==> src/rtl/timer_compare_irq_if.sv <==
// timer_compare_irq_if
//   Avalon-MM slave register bus for the timer compare/alarm stage.
//   Signals:
//     address   [1:0]  register select (0=CTRL, 1=COMPARE, 2=PERIOD, 3=STATUS)
//     read             read strobe
//     write            write strobe
//     writedata [31:0] write data
//     readdata  [31:0] read data (combinational, 0 when read is low)
//   Modports: master drives the strobes, slave returns readdata.
interface timer_compare_irq_if;
  logic [1:0]  address;
  logic        read;
  logic        write;
  logic [31:0] writedata;
  logic [31:0] readdata;

  modport master (
    output address,
    output read,
    output write,
    output writedata,
    input  readdata
  );

  modport slave (
    input  address,
    input  read,
    input  write,
    input  writedata,
    output readdata
  );
endinterface

==> src/rtl/timer_compare_irq.sv <==
// timer_compare_irq
//   Alarm stage behind the timer counter. Compares the counter value with a
//   software-programmed compare value, latches a sticky HIT flag and raises a
//   level interrupt. Supports one-shot and periodic (auto-reload) alarms.
//
//   Parameters:
//     MISSED_W  width of the saturating missed-event counter (1..8)
//   Optional build macro:
//     TIMER_CMP_MISSED_CNT_EN  when defined, implements the MISSED counter and
//                              its clear; otherwise MISSED reads 0.
//   Ports:
//     clk       system clock
//     reset     asynchronous, active-low reset
//     count_in  count value from the upstream timer counter
//     count_en  upstream counter enable
//     bus       register bus (slave modport)
//     irq       level interrupt = HIT & IRQ_EN
module timer_compare_irq #(
  parameter int MISSED_W = 8
) (
  input  logic                 clk,
  input  logic                 reset,
  input  logic [31:0]          count_in,
  input  logic                 count_en,
  timer_compare_irq_if.slave   bus,
  output logic                 irq
);

  typedef enum logic [1:0] {
    ST_IDLE  = 2'd0,
    ST_ARMED = 2'd1,
    ST_FIRED = 2'd2
  } state_t;

  state_t      state_reg, state_next;
  logic [31:0] compare_reg, compare_next;
  logic [31:0] period_reg, period_next;
  logic [31:0] cmp_act_reg, cmp_act_next;
  logic        periodic_reg, periodic_next;
  logic        irq_en_reg, irq_en_next;
  logic        hit_reg, hit_next;
`ifdef TIMER_CMP_MISSED_CNT_EN
  logic [MISSED_W-1:0] missed_reg, missed_next;
`endif

  logic        ctrl_wr, cmp_wr, per_wr, stat_wr;
  logic        hit_clr;
  logic        match;
  logic [31:0] status_word;
  logic [31:0] read_mux;

  assign ctrl_wr = bus.write && (bus.address == 2'd0);
  assign cmp_wr  = bus.write && (bus.address == 2'd1);
  assign per_wr  = bus.write && (bus.address == 2'd2);
  assign stat_wr = bus.write && (bus.address == 2'd3);
  assign hit_clr = stat_wr && bus.writedata[0];

  // Strict equality against the active compare; a counter that steps over
  // cmp_act never fires.
  assign match = (state_reg == ST_ARMED) && count_en && (count_in == cmp_act_reg);

  always_ff @(posedge clk or negedge reset) begin
    if (!reset) begin
      state_reg    <= ST_IDLE;
      compare_reg  <= '0;
      period_reg   <= '0;
      cmp_act_reg  <= '0;
      periodic_reg <= 1'b0;
      irq_en_reg   <= 1'b0;
      hit_reg      <= 1'b0;
`ifdef TIMER_CMP_MISSED_CNT_EN
      missed_reg   <= '0;
`endif
    end else begin
      state_reg    <= state_next;
      compare_reg  <= compare_next;
      period_reg   <= period_next;
      cmp_act_reg  <= cmp_act_next;
      periodic_reg <= periodic_next;
      irq_en_reg   <= irq_en_next;
      hit_reg      <= hit_next;
`ifdef TIMER_CMP_MISSED_CNT_EN
      missed_reg   <= missed_next;
`endif
    end
  end

  // Next-state logic. Later assignments take priority: bus writes override
  // the alarm's own state/reload decision.
  always_comb begin
    state_next    = state_reg;
    compare_next  = compare_reg;
    period_next   = period_reg;
    cmp_act_next  = cmp_act_reg;
    periodic_next = periodic_reg;
    irq_en_next   = irq_en_reg;
    hit_next      = hit_reg;

    if (match) begin
      if (periodic_reg) begin
        cmp_act_next = cmp_act_reg + period_reg;  // wraps mod 2^32
      end else begin
        state_next = ST_FIRED;
      end
    end

    // Set beats clear when a match lands on a HIT write-1-to-clear.
    if (match) begin
      hit_next = 1'b1;
    end else if (hit_clr) begin
      hit_next = 1'b0;
    end

    if (ctrl_wr) begin
      periodic_next = bus.writedata[1];
      irq_en_next   = bus.writedata[2];
      if (bus.writedata[0]) begin
        // Re-writing ARM while already armed keeps the running alarm.
        if (state_reg != ST_ARMED) begin
          cmp_act_next = compare_reg;
        end
        state_next = ST_ARMED;
      end else begin
        state_next = ST_IDLE;
      end
    end

    // A COMPARE write replaces cmp_act, discarding any same-cycle reload.
    if (cmp_wr) begin
      compare_next = bus.writedata;
      cmp_act_next = bus.writedata;
    end

    if (per_wr) begin
      period_next = bus.writedata;
    end
  end

`ifdef TIMER_CMP_MISSED_CNT_EN
  // Counts matches that arrive while HIT is still pending. A same-cycle HIT
  // clear means software has serviced it, so no event is counted; an explicit
  // MISSED clear always wins.
  always_comb begin
    missed_next = missed_reg;
    if (stat_wr && bus.writedata[1]) begin
      missed_next = '0;
    end else if (match && hit_reg && !hit_clr && (missed_reg != '1)) begin
      missed_next = missed_reg + MISSED_W'(1);
    end
  end
`endif

  always_comb begin
    status_word        = '0;
    status_word[0]     = hit_reg;
    status_word[17:16] = state_reg;
`ifdef TIMER_CMP_MISSED_CNT_EN
    status_word[8 +: MISSED_W] = missed_reg;
`else
    status_word[8 +: MISSED_W] = '0;
`endif
  end

  always_comb begin
    read_mux = '0;
    if (bus.read) begin
      case (bus.address)
        2'd0:    read_mux = {29'd0, irq_en_reg, periodic_reg, (state_reg == ST_ARMED)};
        2'd1:    read_mux = compare_reg;
        2'd2:    read_mux = period_reg;
        default: read_mux = status_word;
      endcase
    end
  end

  assign bus.readdata = read_mux;
  assign irq          = hit_reg & irq_en_reg;

endmodule
==> src/flat_wrapper.sv <==
// flat-port wrapper written by rule: the top's interface ports become plain ports
module timer_compare_irq_flat 
#(
  parameter int MISSED_W = 8
)
  (clk, reset, count_in, count_en, irq, bus_address, bus_read, bus_write, bus_writedata, bus_readdata);
  timer_compare_irq_if bus_i ();
  input  logic clk;
  input  logic reset;
  input  logic [31:0] count_in;
  input  logic count_en;
  output logic irq;
  input wire logic [$bits(bus_i.address)-1:0] bus_address;
  input wire logic [$bits(bus_i.read)-1:0] bus_read;
  input wire logic [$bits(bus_i.write)-1:0] bus_write;
  input wire logic [$bits(bus_i.writedata)-1:0] bus_writedata;
  output wire logic [$bits(bus_i.readdata)-1:0] bus_readdata;
  assign bus_i.address = bus_address;
  assign bus_i.read = bus_read;
  assign bus_i.write = bus_write;
  assign bus_i.writedata = bus_writedata;
  assign bus_readdata = bus_i.readdata;
  timer_compare_irq #(.MISSED_W(MISSED_W)) u_core (.clk(clk), .reset(reset), .count_in(count_in), .count_en(count_en), .bus(bus_i), .irq(irq));
endmodule
==> config.mk <==
export PLATFORM = sky130hd
export DESIGN_NAME = timer_compare_irq_flat
export DESIGN_NICKNAME = d
export VERILOG_FILES = /design/src/rtl/timer_compare_irq_if.sv /design/src/rtl/timer_compare_irq.sv /design/src/flat_wrapper.sv
export SDC_FILE = /design/constraint.sdc
export NUM_CORES = 1
export LEC_CHECK = 0
export BUFFER_PORTS_ARGS = -buffer_cell sky130_fd_sc_hd__clkbuf_2
export CORE_MARGIN = 1
export CORE_UTILIZATION = 58
export CTS_CLUSTER_SIZE = 20
export DETAILED_ROUTE_END_ITERATION = 8
export PLACE_DENSITY = 0.88
export SLEW_MARGIN = 0
export SYNTH_ARGS = -nofsm -noshare
export SYNTH_HDL_FRONTEND = slang
export SYNTH_SLANG_ARGS = --single-unit
==> constraint.sdc <==
create_clock -name clk -period 3.84 [get_ports clk]
set_clock_uncertainty 0.1 [all_clocks]
set_input_delay 0.384 -clock clk [delete_from_list [all_inputs] [get_ports clk]]
set_output_delay 0.384 -clock clk [all_outputs]
set_load 0.03 [all_outputs]
# Word level (Yosys, flattened, before mapping)
# Index checks and enable logic that the tools add are counted.
totals:
  regBits: 101
  latchBits: 0
  mem_bits_rw: 0
  mem_bits_ro: 0
  input_bits: 71
  elab_cells: 41
  memories: 0
op_classes:
  addsub: 1
  multipliers: 0
  div: 0
  order_cmp: 0
  eq_ne: 7
  n_shift: 0
  muxes: 14
  n_bitwise: 1
  reduce_logical: 11
op_table:
  columns: ["operator", "count"]
  rows:
  - ["32-bit 2-to-1 mux", 7]
  - ["32-bit one-hot mux with 3 select lines", 1]
  - ["32-bit adder", 1]
  - ["32-bit equality test", 1]
  - ["1-bit logical AND", 7]
  - ["2-bit 2-to-1 mux", 3]
  - ["2-bit by 1-bit equality test with 1-bit output (second input constant)", 2]
  - ["2-bit equality test (second input constant)", 2]
  - ["2-bit nonzero test", 2]
  - ["1-bit 2-to-1 mux", 3]
  - ["2-bit zero test", 1]
  - ["2-bit by 1-bit != test with 1-bit output (second input constant)", 1]
  - ["2-bit != test (second input constant)", 1]
  - ["2-bit AND reduction", 1]
  - ["1-bit AND", 1]

# Depth between registers and ports, before layout
# Gate-level depths: netlist of the first run.
logic_depth:
  ltp_word: 8
  mapped_depth: 12

# Worst setup path before layout of the first run
# OpenSTA, ideal clock, no wires.
synth_timing:
  kind: "reg2reg"
  start: "reg u_core.cmp_act_reg[0]"
  end: "reg u_core.cmp_act_reg[30]"
  setup_time_ns: 0.077
  t_arrival_ns: 2.622
  required_time_ns: 3.663
  slack_ns: 1.041
  stages_incl_launch_ff: 13
  n_path_buf: 0
  period_less_slack_ns: 2.799
  cell_sequence: "dfrtp_1 -> ha_1 -> fa_1 -> a211oi_1 -> nor2_1 -> a2111o_1 -> nand2_2 -> o21ai_2 -> nand3_2 -> a21oi_2 -> nand4_1 -> mux2_1 -> a21oi_1"
synth_between:
  elab_chain_len: 7
  word_cells_on_any_way: 9
  cone_classes: "1 x add/sub; 1 x eq/ne; 6 x mux; 1 x reduce/logical"
synth_rtl:
  columns: ["element", "line", "source"]
  rows:
  - ["start, declared", "timer_compare_irq.sv:38", "logic [31:0] cmp_act_reg, cmp_act_next;"]
  - ["start signal, assigned", "timer_compare_irq.sv:78", "cmp_act_reg <= cmp_act_next;"]
  - ["32-bit adder or 32-bit equality test (tied branches)", "timer_compare_irq.sv:101, timer_compare_irq.sv:60", null]
  - ["32-bit 2-to-1 mux or 1-bit logical AND (tied branches)", "timer_compare_irq.sv:100, timer_compare_irq.sv:60", null]
  - ["32-bit 2-to-1 mux (*)", "timer_compare_irq.sv:99", "if (match) begin"]
  - ["32-bit 2-to-1 mux", "timer_compare_irq.sv:119", "if (state_reg != ST_ARMED) begin"]
  - ["32-bit 2-to-1 mux", "timer_compare_irq.sv:117", "if (bus.writedata[0]) begin"]
  - ["32-bit 2-to-1 mux (*)", "timer_compare_irq.sv:114", "if (ctrl_wr) begin"]
  - ["32-bit 2-to-1 mux (*)", "timer_compare_irq.sv:129", "if (cmp_wr) begin"]
  - ["named net u_core.cmp_act_next[30]", "timer_compare_irq.sv:38", null]
# Mark *: on every way through the listed nets, which the timed path passes. The rest lies on a longest branch.
# A chain may end at the register's enable or synchronous reset.

# Worst setup path after layout of the first run
layout_timing:
  start: "reg u_core.cmp_act_reg[4]"
  end: "reg u_core.cmp_act_reg[4]"
# Same word-level chain as after synthesis.

==> flow_summary.json, run 1 <==
{
  "cts.sinks": 101,
  "dieArea_sq_um": 12280,
  "dominantRegCellSynth": "sky130_fd_sc_hd__dfrtp_1",
  "synthDominantCellAreaShare_pct": 36.81,
  "finalSetupTns_ns": 0,
  "drive_gt1_share_pct": 22.52,
  "timing.final.hold_violations": 0,
  "via_per_inst": 6.221,
  "seq_area_sq_um": 2527,
  "synth_edf_count": 0,
  "tritoncts_clock_tree": "built",
  "die_height_um": 110.8,
  "ioPinCount": 104,
  "via_count": 6221,
  "grt_pass1_wl_um": 30640,
  "ctsRootBufferMaster": "sky130_fd_sc_hd__clkbuf_16",
  "relSlewSlack_pct": 46.58,
  "detail_route.first_pass.iterations": 5,
  "detail-route-antenna-nets": 0,
  "timing.critical_path.required_ns": 3.97,
  "post_synthesis_async_set_or_reset_flop_share_pct": 100.0,
  "yosys-mux-area-fraction_pct": 8.547,
  "global_route.usage.total_pct": 31.63,
  "final_core_util_pct": 68.14,
  "remaining_drc_errors": 0,
  "fin_crit_sh_pct": 81.00,
  "worstSetupEndpointType": "flip-flop",
  "crit_fanout": 17,
  "use_met1_pct": 43.55,
  "cts.reportedPaths.clkPinSlew_ns": 0.07,
  "post_synth_inst_count": 766,
  "grt_max_degree": 64,
  "grt_setup_unrepaired": "false",
  "drt-wirelength-per-cell_um": 18.82,
  "synth_area_leaders": "sky130_fd_sc_hd__dfrtp_1 37%, sky130_fd_sc_hd__nand2_1 7.4%, sky130_fd_sc_hd__mux2_2 5.9%",
  "arithmetic_cell_share_of_the_synthesized_area_counting_full_adders_half_adders_and_majority_gates_pct": 5.941,
  "syn-num-nets": 869,
  "grt_most_used_layer": "met2",
  "start_kind": "flip-flop",
  "synthXorXnorAreaFrac_pct": 7.272,
  "synth_compound_gate_area_share_pct": 19.77,
  "number_of_resized_instances_in_the_post_cts_repair_step": 0,
  "antenna-diode-count": 0,
  "cts_inserted_buffers": 9,
  "cts_htree_levels": 3,
  "combinational_family_with_the_most_area_after_synthesis": "compound AO/OA/AOI/OAI gates",
  "run_status": "finished clean",
  "drt_iter0_drc": 543,
  "timing.max_cap.violations": 0,
  "initial_utilization_pct": 59.87,
  "design.core.area_sq_um": 11470,
  "power.density_nw_per_um2": 525.5,
  "port_buffers": 103,
  "post-cts-setup-buffers": 0,
  "gp_routability_congestion": 0.9807,
  "hold_class": "in -> async",
  "drt_wl_total_um": 18820,
  "setup-violations-final": 0,
  "clock_buffer_depth": 2,
  "mappedNetlistArea_sq_um": 6865,
  "yosys.area.top_type": "sky130_fd_sc_hd__dfrtp_1",
  "yosys_register_bits": 101,
  "ir_worst_vdd_mv": 0.4171,
  "synthesis.yosys.warnings": 0,
  "grt_overflow_total": 0,
  "yosys.area_share.simple_pct": 18.52,
  "final-max-slew-violation-count": 0,
  "timing.fmax_mhz": 321.5,
  "synth-seq-area-share_pct": 36.81,
  "multi_input_combinational_cell_area_sq_um": 4129,
  "die_width_um": 110.8,
  "grt_antenna_before_repair": 0,
  "holdBufCountCts": 0,
  "floorplan.rows": 39,
  "dp.final_hpwl_um": 13550,
  "crit_type": "reg -> reg",
  "grt.met2_usage_pct": 49.44,
  "use_met3_pct": 5.796,
  "max_slew.worst_pin.slew_ns": 0.8012,
  "first_global_vias": 6027,
  "synth_cell_type_count": 60,
  "period_needed_ns": 3.111,
  "avgSynthCellArea_sq_um": 8.963,
  "areaGrowthSynthToFinish_pct": 13.81,
  "layout.nets": 956,
  "cellLeakagePower_nw": 3.822,
  "worst_ep_arrival_time_ns": 3.24,
  "insertion_delay_to_the_later_sink_of_the_worst_skew_pair_ns": 0.36,
  "fill_cells": 918
}
[cells in the mapped netlist (5+ instances only)]
| cell type | n |
|---|---|
| sky130_fd_sc_hd__nand3_1 | 6 |
| sky130_fd_sc_hd__nor2b_1 | 34 |
| sky130_fd_sc_hd__o21ai_0 | 29 |
| sky130_fd_sc_hd__buf_2 | 7 |
| sky130_fd_sc_hd__ha_1 | 31 |
| sky130_fd_sc_hd__inv_1 | 8 |
| sky130_fd_sc_hd__buf_1 | 5 |
| sky130_fd_sc_hd__nand2_1 | 136 |
| sky130_fd_sc_hd__a22oi_1 | 29 |
| sky130_fd_sc_hd__o211ai_1 | 8 |
| sky130_fd_sc_hd__a21oi_1 | 52 |
| sky130_fd_sc_hd__nand4_1 | 11 |
| sky130_fd_sc_hd__dfrtp_1 | 101 |
| sky130_fd_sc_hd__mux2i_1 | 17 |
| sky130_fd_sc_hd__a211oi_1 | 17 |
| sky130_fd_sc_hd__o22ai_1 | 8 |
| sky130_fd_sc_hd__o31ai_1 | 9 |
| sky130_fd_sc_hd__o21ai_1 | 12 |
| sky130_fd_sc_hd__xnor2_1 | 22 |
| sky130_fd_sc_hd__a21o_1 | 23 |
| sky130_fd_sc_hd__nor2_1 | 36 |
| sky130_fd_sc_hd__and3_1 | 6 |
| sky130_fd_sc_hd__mux2_2 | 36 |
| sky130_fd_sc_hd__and2_1 | 5 |
| sky130_fd_sc_hd__xor2_1 | 35 |
| sky130_fd_sc_hd__nor3_1 | 6 |
| sky130_fd_sc_hd__clkbuf_1 | 29 |
[power breakdown]
part           leakage (nW)  switching (mW)  total, mW  internal, mW
combinational          2.44           0.979       1.69         0.708
clock                 0.155           0.405      0.960         0.555
sequential             1.23           0.201       1.46          1.26
[final cells by class]
class | count | area share [%]
clock inverters | 3 | 0.5604
multi-input cells | 614 | 52.84
well taps | 143 | 2.290
flip-flops and latches | 101 | 32.35
repair buffers | 119 | 8.167
inverters | 8 | 0.3843
clock buffers | 12 | 3.411
[routing by layer]
metal | part of all wire [%] | wire length (um)
met1 | 45 | 8381
met2 | 45 | 8456
met3 | 7.3 | 1375
met4 | 3.2 | 607
met5 | 0 | 0
[worst max-delay path, cell delays in order (launching register included)]
cell                      delay, ns
sky130_fd_sc_hd__dfrtp_1       0.44
sky130_fd_sc_hd__xor2_1        0.16
sky130_fd_sc_hd__nor4_1        0.53
sky130_fd_sc_hd__nand3_1       0.21
sky130_fd_sc_hd__nor4_4        0.39
sky130_fd_sc_hd__nand2_2       0.36
sky130_fd_sc_hd__buf_4         0.33
sky130_fd_sc_hd__mux2i_1       0.17
sky130_fd_sc_hd__nor2_1        0.06
sky130_fd_sc_hd__a21oi_1       0.16
sky130_fd_sc_hd__o21ai_1       0.07
[cell usage in the layout, fill, tap and decap left out, drive strengths merged, types with 2 or more instances in the layout]
cell type and n:
xnor2 22, a21o 23, nor2 38, a211oi 19, a22oi 29, clkbuf 114
buf 17, o211ai 8, o221ai 2, and3 6, o21bai 2, mux2i 17
ha 31, nor2b 34, nor4 6, o21ai 42, nor3 8, a21oi 53
o31ai 9, inv 8, and2 5, mux2 37, xor2 35, o22ai 8
dfrtp 101, nand2 138, clkinv 2, nand4 13, a31oi 5, nand3 8
[worst paths after layout]
check	from	to	slack, ns	cells past startpoint
max reg2reg	u_core.cmp_act_reg[4]	u_core.cmp_act_reg[4]	0.73	10
max in group asynchronous	reset	u_core.compare_reg[30]	2.83	2
min in group clk	bus_writedata[26]	u_core.compare_reg[26]	0.15	3
max	u_core.cmp_act_reg[4]	u_core.cmp_act_reg[4]	0.73	10
min	reset	u_core.compare_reg[21]	0.01	1
min reg2reg	u_core.compare_reg[16]	u_core.compare_reg[16]	0.41	2
[cell families (layout without fill, tap and decap cells)]
group / Yosys count / in the layout
xor gates and xnor gates: 57 / 57
DFF: 101 / 101
muxes: 54 / 54
AOI/OAI and AO/OA: 209 / 209
and+or+nand+nor: 262 / 262
adders and majority gates: 32 / 32
buffers and inverters: 51 / 142
[stage by stage]
step / cell area, sq um / setup WS (ns) / std cells / total power, mW / hold WS (ns)
after floorplan: 6865 / 1.041 / 766 / 2.681 / -0.01159
after global placement: 7503 / 0.8567 / 985 / 3.052 / 0.3822
after detailed placement: 7503 / 0.7540 / 985 / 3.104 / 0.3918
after CTS: 7814 / 0.7539 / 1000 / 4.080 / 0.04964
after global routing: 7814 / 0.5052 / 1000 / 4.346 / 0.08415
final: 7814 / 0.7294 / 1000 / 4.106 / 0.01013
(Power assumes the default switching activity.)
==> run 2: changes to the inputs <==
Settings changed: ABC_AREA set to 1, CORE_UTILIZATION 58 to 60, PLACE_DENSITY 0.88 to 0.89.
Clock period 3.84 ns to 2.87 ns, I/O delays scaled along.
==> run 2 against run 1 <==
Against the previous run: total power up 46%; global-route usage is 6.5 points higher; setup slack lost 0.41 ns; critical path depth increased by 5; utilization up 0.97 points; fmax is 22% higher; critical path type unchanged; largest cell class unchanged; cell area rose by 17%.
==> flow_summary.json, run 2 <==
{
  "synth_cell_type_count": 39,
  "timing.final.hold_violations": 0,
  "period_needed_ns": 2.553,
  "yosys_register_bits": 101,
  "clock_buffer_depth": 2,
  "dominantRegCellSynth": "sky130_fd_sc_hd__dfrtp_1",
  "via_count": 8633,
  "grt_overflow_total": 0,
  "seqPwrFrac_pct": 32.3,
  "setup-violations-final": 0,
  "antenna-diode-count": 0,
  "port_buffers": 103,
  "yosys.cell_count.top_type": "sky130_fd_sc_hd__nand2_1",
  "start_kind": "flip-flop",
  "grt_setup_unrepaired": "false",
  "layout.nets": 1499,
  "grt_pass1_wl_um": 41090,
  "synthDominantCellAreaShare_pct": 31.22,
  "design.core.area_sq_um": 13190,
  "synth_area_leaders": "sky130_fd_sc_hd__dfrtp_1 31%, sky130_fd_sc_hd__nand2_1 25%, sky130_fd_sc_hd__inv_1 9.8%",
  "gp_routability_congestion": 1.014,
  "remaining_drc_errors": 0,
  "die_height_um": 118.2,
  "grt_max_degree": 97,
  "p_comb_share_pct": 47.6,
  "mappedNetlistArea_sq_um": 8097,
  "setup.worst_path.start": "u_core.cmp_act_reg[0]",
  "most_frequent_cells_in_the_layout": "538 x sky130_fd_sc_hd__nand2_1, 211 x sky130_fd_sc_hd__inv_1, 102 x sky130_fd_sc_hd__clkbuf_2, 101 x sky130_fd_sc_hd__dfrtp_1, 82 x sky130_fd_sc_hd__a21oi_1",
  "yosys.area.top_type": "sky130_fd_sc_hd__dfrtp_1",
  "crit_type": "reg -> reg",
  "worst_r2r_startpoint": "u_core.cmp_act_reg[0]",
  "hold_start": "bus_writedata[5]",
  "final_core_util_pct": 69.11,
  "p_clk_share_pct": 20.2,
  "via_per_inst": 5.474,
  "cts.sinks": 101,
  "worstSetupEndpointType": "flip-flop",
  "drive_gt1_share_pct": 12.49,
  "syn-num-nets": 1401,
  "seq_area_sq_um": 2527,
  "finalSetupTns_ns": 0,
  "cts_htree_levels": 3,
  "synth_common_cells": "538 x sky130_fd_sc_hd__nand2_1, 211 x sky130_fd_sc_hd__inv_1, 101 x sky130_fd_sc_hd__dfrtp_1",
  "ctsRootBufferMaster": "sky130_fd_sc_hd__clkbuf_16",
  "run_status": "finished clean",
  "hold_class": "in -> reg",
  "avgSynthCellArea_sq_um": 6.238,
  "fin_crit_sh_pct": 88.96,
  "final-max-slew-violation-count": 0,
  "cts_inserted_buffers": 9,
  "global_route.usage.total_pct": 38.15,
  "post_synthesis_async_set_or_reset_flop_share_pct": 100.0,
  "multi_input_combinational_cell_area_sq_um": 4604,
  "worst_ep_arrival_time_ns": 2.76,
  "drt_wl_total_um": 25810,
  "timing.max_cap.violations": 0,
  "timing.fmax_mhz": 391.7,
  "cts.reportedPaths.clkPinSlew_ns": 0.08,
  "ioPinCount": 104,
  "tritoncts_clock_tree": "built",
  "insertion_delay_to_the_later_sink_of_the_worst_skew_pair_ns": 0.36,
  "detail_route.first_pass.iterations": 6,
  "detail-route-antenna-nets": 0,
  "synthesis.yosys.warnings": 0,
  "drt_iter0_drc": 717,
  "cellLeakagePower_nw": 5.234,
  "dp.final_hpwl_um": 20390,
  "max_slew.worst_pin.slew_ns": 0.5389,
  "ir_worst_vdd_mv": 0.3577,
  "drt-wirelength-per-cell_um": 16.37,
  "areaGrowthSynthToFinish_pct": 12.59,
  "totalPowerFinal_mw": 5.980,
  "crit_fanout": 4,
  "number_of_resized_instances_in_the_post_cts_repair_step": 0,
  "relSlewSlack_pct": 64.07,
  "initial_utilization_pct": 61.38,
  "synth-seq-area-share_pct": 31.22,
  "synth_edf_count": 0,
  "first_global_vias": 8193,
  "netSwitchingFraction_pct": 45.44,
  "grt_antenna_before_repair": 0,
  "power.density_nw_per_um2": 655.9,
  "die_width_um": 118.2,
  "fill_cells": 1188,
  "layout.cells.most_common": "sky130_fd_sc_hd__nand2_1",
  "dieArea_sq_um": 13960,
  "timing.critical_path.required_ns": 3.07,
  "detailedPlace.worstSlack_ns": 0.3733,
  "layout_setup_ws_ns": 0.3168,
  "power.switching_mw": 2.717,
  "post_synth_inst_count": 1298,
  "internal-power_mw": 3.263,
  "floorplan.rows": 42
}
-- run 2: cell types whose count changed after synthesis, moves of 30 or more --
cell / previous run / this run
sky130_fd_sc_hd__a21oi_1: 52 / 82
sky130_fd_sc_hd__nand2_1: 136 / 538
sky130_fd_sc_hd__nor2_1: 36 / 72
sky130_fd_sc_hd__nor2b_1: 34 / 0
sky130_fd_sc_hd__nand3_1: 6 / 78
sky130_fd_sc_hd__inv_1: 8 / 211
-- run 2: cell type report --
class | count | area share (%)
multi-input combinational | 948 | 50.51
inverter | 218 | 9.031
tap | 176 | 2.416
clock buffer | 10 | 2.512
clock inverter | 6 | 0.5902
timing repair buffer | 118 | 7.219
sequential | 101 | 27.72
-- run 2: path summary, 6_finish.rpt --
path | end | slack (ns) | cells after the start
max | u_core.cmp_act_reg[28] | 0.32 | 15
min | u_core.cmp_act_reg[5] | 0.06 | 3
max reg2reg | u_core.cmp_act_reg[28] | 0.32 | 15
min reg2reg | u_core.irq_en_reg | 0.44 | 2
max in group asynchronous | u_core.period_reg[0] | 1.65 | 3
min in group asynchronous | u_core.period_reg[15] | 0.32 | 2
-- run 2: power groups by stage --
stage	clock network, mW	registers [mW]	logic [mW]
floorplan	0	1.88	2.01
global placement	0	1.93	2.74
detailed placement	0	1.95	2.77
CTS	1.22	1.92	2.79
global route	1.26	1.96	3.20
finish	1.21	1.93	2.84
-- run 2: cells by family after synthesis --
logic type / Yosys count / synth area share [%]
xor gates and xnor gates: 24 / 2.596
DFF: 101 / 31.22
AOI/OAI and AO/OA: 133 / 8.515
adders and majority gates: 32 / 5.038
and+or+nand+nor: 730 / 36.55
muxes: 29 / 4.033
buffers and inverters: 249 / 12.05
-- run 2: per-stage QoR --
step,hold WS (ns),cell area [sq um],std cells
final,0.06025,9116,1577
after global placement,0.1732,8823,1560
after detailed placement,0.1819,8823,1560
after floorplan,-0.1086,8097,1298
after global routing,0.07105,9116,1577
after CTS,0.05390,9116,1577
-- run 2: routing by layer --
metal	global-route usage, %	share of wire [%]
met1	49.05	42
met4	12.82	2.3
met2	64.45	48
met3	7.046	7.8
met5	0	0
-- run 2: critical path, cell delays in order, from the launching register on --
cell                      delay (ns)
sky130_fd_sc_hd__dfrtp_1        0.42
sky130_fd_sc_hd__ha_1           0.28
sky130_fd_sc_hd__fa_1           0.47
sky130_fd_sc_hd__nand2_1        0.11
sky130_fd_sc_hd__nand3_1        0.09
sky130_fd_sc_hd__nand3_1        0.08
sky130_fd_sc_hd__nand2_1        0.16
sky130_fd_sc_hd__nand2_1        0.14
sky130_fd_sc_hd__nand2_1        0.09
sky130_fd_sc_hd__nand2_1        0.12
sky130_fd_sc_hd__nand2_1        0.06
sky130_fd_sc_hd__nand2_1        0.06
sky130_fd_sc_hd__nand3_1        0.10
sky130_fd_sc_hd__nand2_1        0.09
sky130_fd_sc_hd__nand2_1        0.05
sky130_fd_sc_hd__nand2_1        0.05
-- run 2: timing repair --
| action | in CTS | in global routing |
|---|---|---|
| hold endpoints to repair | 35 | 0 |
| hold buffers | 1 | 0 |
| setup buffers | 0 | 0 |
==> run 3: changes to the inputs <==
Settings changed: ABC_AREA 1 to not set, CORE_UTILIZATION 60 to 58, CTS_CLUSTER_DIAMETER set to 40, PLACE_DENSITY 0.89 to 0.88, RECOVER_POWER set to 50.
==> run 3 against run 2 <==
Against the previous run: the run now ends with setup timing left; fmax fell by 12%; cell area fell by 10%; register-to-register slack got worse by 0.35 ns; sequential power rose by 2%; sequential share of layout area rose by 3.1 points; utilization rose by 2.4 points; non-clock buffer count rose by 26; setup slack got worse by 0.35 ns; combinational power fell by 8.1%; die area fell by 12%; global-route usage fell by 5.5 points; largest power group unchanged.
==> flow_summary.json, run 3 (synthesized netlist as in run 1, its figures left out) <==
{
  "power.density_nw_per_um2": 720.2,
  "hold_class": "in -> reg",
  "most_frequent_cells_in_the_layout": "135 x sky130_fd_sc_hd__nand2_1, 101 x sky130_fd_sc_hd__clkbuf_2, 100 x sky130_fd_sc_hd__dfrtp_1, 48 x sky130_fd_sc_hd__a21oi_1, 36 x sky130_fd_sc_hd__mux2_2",
  "final-max-slew-violation-count": 0,
  "gp_routability_congestion": 0.9465,
  "timing.final.hold_violations": 0,
  "start_kind": "flip-flop",
  "drt_wl_total_um": 20430,
  "drt_iter0_drc": 595,
  "final_core_util_pct": 71.48,
  "cts_htree_levels": 3,
  "grt_max_degree": 57,
  "design.core.area_sq_um": 11470,
  "ir_worst_vdd_mv": 0.3642,
  "floorplan.rows": 39,
  "setup-violations-final": 2,
  "p_comb_share_pct": 44.1,
  "tritoncts_clock_tree": "built",
  "rrSetupSlack_ns": -0.04,
  "timing.max_cap.violations": 0,
  "layout.cells.most_common": "sky130_fd_sc_hd__nand2_1",
  "crit_fanout": 3,
  "cts_inserted_buffers": 9,
  "max_slew.worst_pin.slew_ns": 1.424,
  "drive_gt1_share_pct": 27.41,
  "ctsRootBufferMaster": "sky130_fd_sc_hd__clkbuf_16",
  "die_height_um": 110.8,
  "grt_antenna_before_repair": 0,
  "grt_overflow_total": 0,
  "power.switching_mw": 2.320,
  "clock_buffer_depth": 2,
  "layout.nets": 981,
  "run_status": "complete, but fails checks",
  "port_buffers": 103,
  "initial_utilization_pct": 59.87,
  "period_needed_ns": 2.906,
  "fill_cells": 817,
  "layout_setup_ws_ns": -0.03650,
  "finalSetupTns_ns": -0.03770,
  "seqPwrFrac_pct": 33.4,
  "detail-route-antenna-nets": 0,
  "worstSetupEndpointType": "flip-flop",
  "ioPinCount": 104,
  "timing.critical_path.required_ns": 2.99,
  "dieArea_sq_um": 12280,
  "cts.reportedPaths.clkPinSlew_ns": 0.07,
  "via_per_inst": 6.358,
  "internal-power_mw": 3.583,
  "detailedPlace.worstSlack_ns": -0.1068,
  "fin_crit_sh_pct": 101.3,
  "netSwitchingFraction_pct": 39.30,
  "grt_pass1_wl_um": 32000,
  "insertion_delay_to_the_later_sink_of_the_worst_skew_pair_ns": 0.36,
  "cellLeakagePower_nw": 3.939,
  "detail_route.first_pass.iterations": 6,
  "via_count": 6523,
  "cts.sinks": 101,
  "die_width_um": 110.8,
  "fin_worst_hold_slack_ns": 0.04993,
  "crit_type": "reg -> reg",
  "dp.final_hpwl_um": 13680,
  "remaining_drc_errors": 0,
  "grt_setup_unrepaired": "true",
  "p_clk_share_pct": 22.4,
  "antenna-diode-count": 0,
  "global_route.usage.total_pct": 32.66,
  "areaGrowthSynthToFinish_pct": 19.39,
  "timing.fmax_mhz": 344.1,
  "worst_ep_arrival_time_ns": 3.02,
  "violations": "setup timing",
  "relSlewSlack_pct": 5.095,
  "totalPowerFinal_mw": 5.903,
  "drt-wirelength-per-cell_um": 19.91,
  "first_global_vias": 6259
}
==> run 3: changes by cell type in the layout (fill, tap and decap cells not counted), sizes merged, moves of 22 or more <==
| cell | before | now |
|---|---|---|
| nor2b | 0 | 34 |
| nand3 | 79 | 8 |
| a21o | 0 | 23 |
| a21oi | 82 | 53 |
| inv | 218 | 8 |
| nand2 | 538 | 138 |
| a22oi | 0 | 29 |
| nor2 | 77 | 38 |
| buf | 15 | 37 |
==> run 3: final timing paths <==
check | start | to | cells past startpoint
max | u_core.period_reg[0] | u_core.cmp_act_reg[24] | 13
min | bus_writedata[31] | u_core.compare_reg[31] | 3
max reg2reg | u_core.period_reg[0] | u_core.cmp_act_reg[24] | 13
min reg2reg | u_core.compare_reg[19] | u_core.compare_reg[19] | 2
max in group asynchronous | reset | u_core.cmp_act_reg[15] | 3
min in group asynchronous | reset | u_core.compare_reg[24] | 2
==> run 3: final cells by class <==
class                      instances  area [sq um]  area share, %
sequential                       101          2529          30.85
clock inverter                     7         90.09          1.099
timing repair buffer             144         832.0          10.15
tap                              143         178.9          2.183
multi-input combinational        614          4312          52.60
inverter                           8         30.03         0.3664
clock buffer                       9         225.2          2.748
==> run 3: critical path: stages (launching register included) <==
cell and delay [ns]:
sky130_fd_sc_hd__dfrtp_1 0.41, sky130_fd_sc_hd__ha_2 0.21, sky130_fd_sc_hd__fa_2 0.35, sky130_fd_sc_hd__a211oi_2 0.25
sky130_fd_sc_hd__nor2_2 0.09, sky130_fd_sc_hd__a2111o_1 0.45, sky130_fd_sc_hd__nand2_2 0.12, sky130_fd_sc_hd__o21ai_2 0.08
sky130_fd_sc_hd__nand3_2 0.11, sky130_fd_sc_hd__buf_6 0.11, sky130_fd_sc_hd__a31oi_4 0.10, sky130_fd_sc_hd__xor2_1 0.17
sky130_fd_sc_hd__mux2i_1 0.14, sky130_fd_sc_hd__a21oi_1 0.08
==> run 3: routing by layer <==
metal | global-route usage (%) | wire length [um] | vias to the layer above
li1 | - | - | 2969
met1 | 45.46 | 8681 | 3164
met2 | 50.77 | 9597 | 347
met3 | 5.467 | 1630 | 43
met4 | 13.24 | 516 | 0
met5 | 0 | 0 | -
==> run 3: power by group through the flow <==
stage	clock, mW	sequential, mW	combinational [mW]
final	1.33	1.97	2.61
after global routing	1.37	1.99	2.83
after CTS	1.32	1.94	2.38
after detailed placement	0	1.96	2.30
after global placement	0	1.95	2.25
after floorplan	0	1.88	1.71
==> run 3: what timing repair did <==
| action | 4_1_cts | 5_1_grt |
|---|---|---|
| hold buffers | 1 | 0 |
| buffers inserted | 0 | 5 |
| cloned | 0 | 0 |
| hold endpoints to repair | 55 | 0 |
| setup endpoints to repair | 9 | 31 |
| pin swaps | 2 | 11 |
| gates resized for setup | 6 | 34 |
==> run 3: metrics by stage <==
step | area, sq um | std cells
6_report | 8197 | 1026
5_1_grt | 8197 | 1026
4_1_cts | 8029 | 1021
3_5_place_dp | 7671 | 1004
3_3_place_gp | 7671 | 1004
2_1_floorplan | 6865 | 766
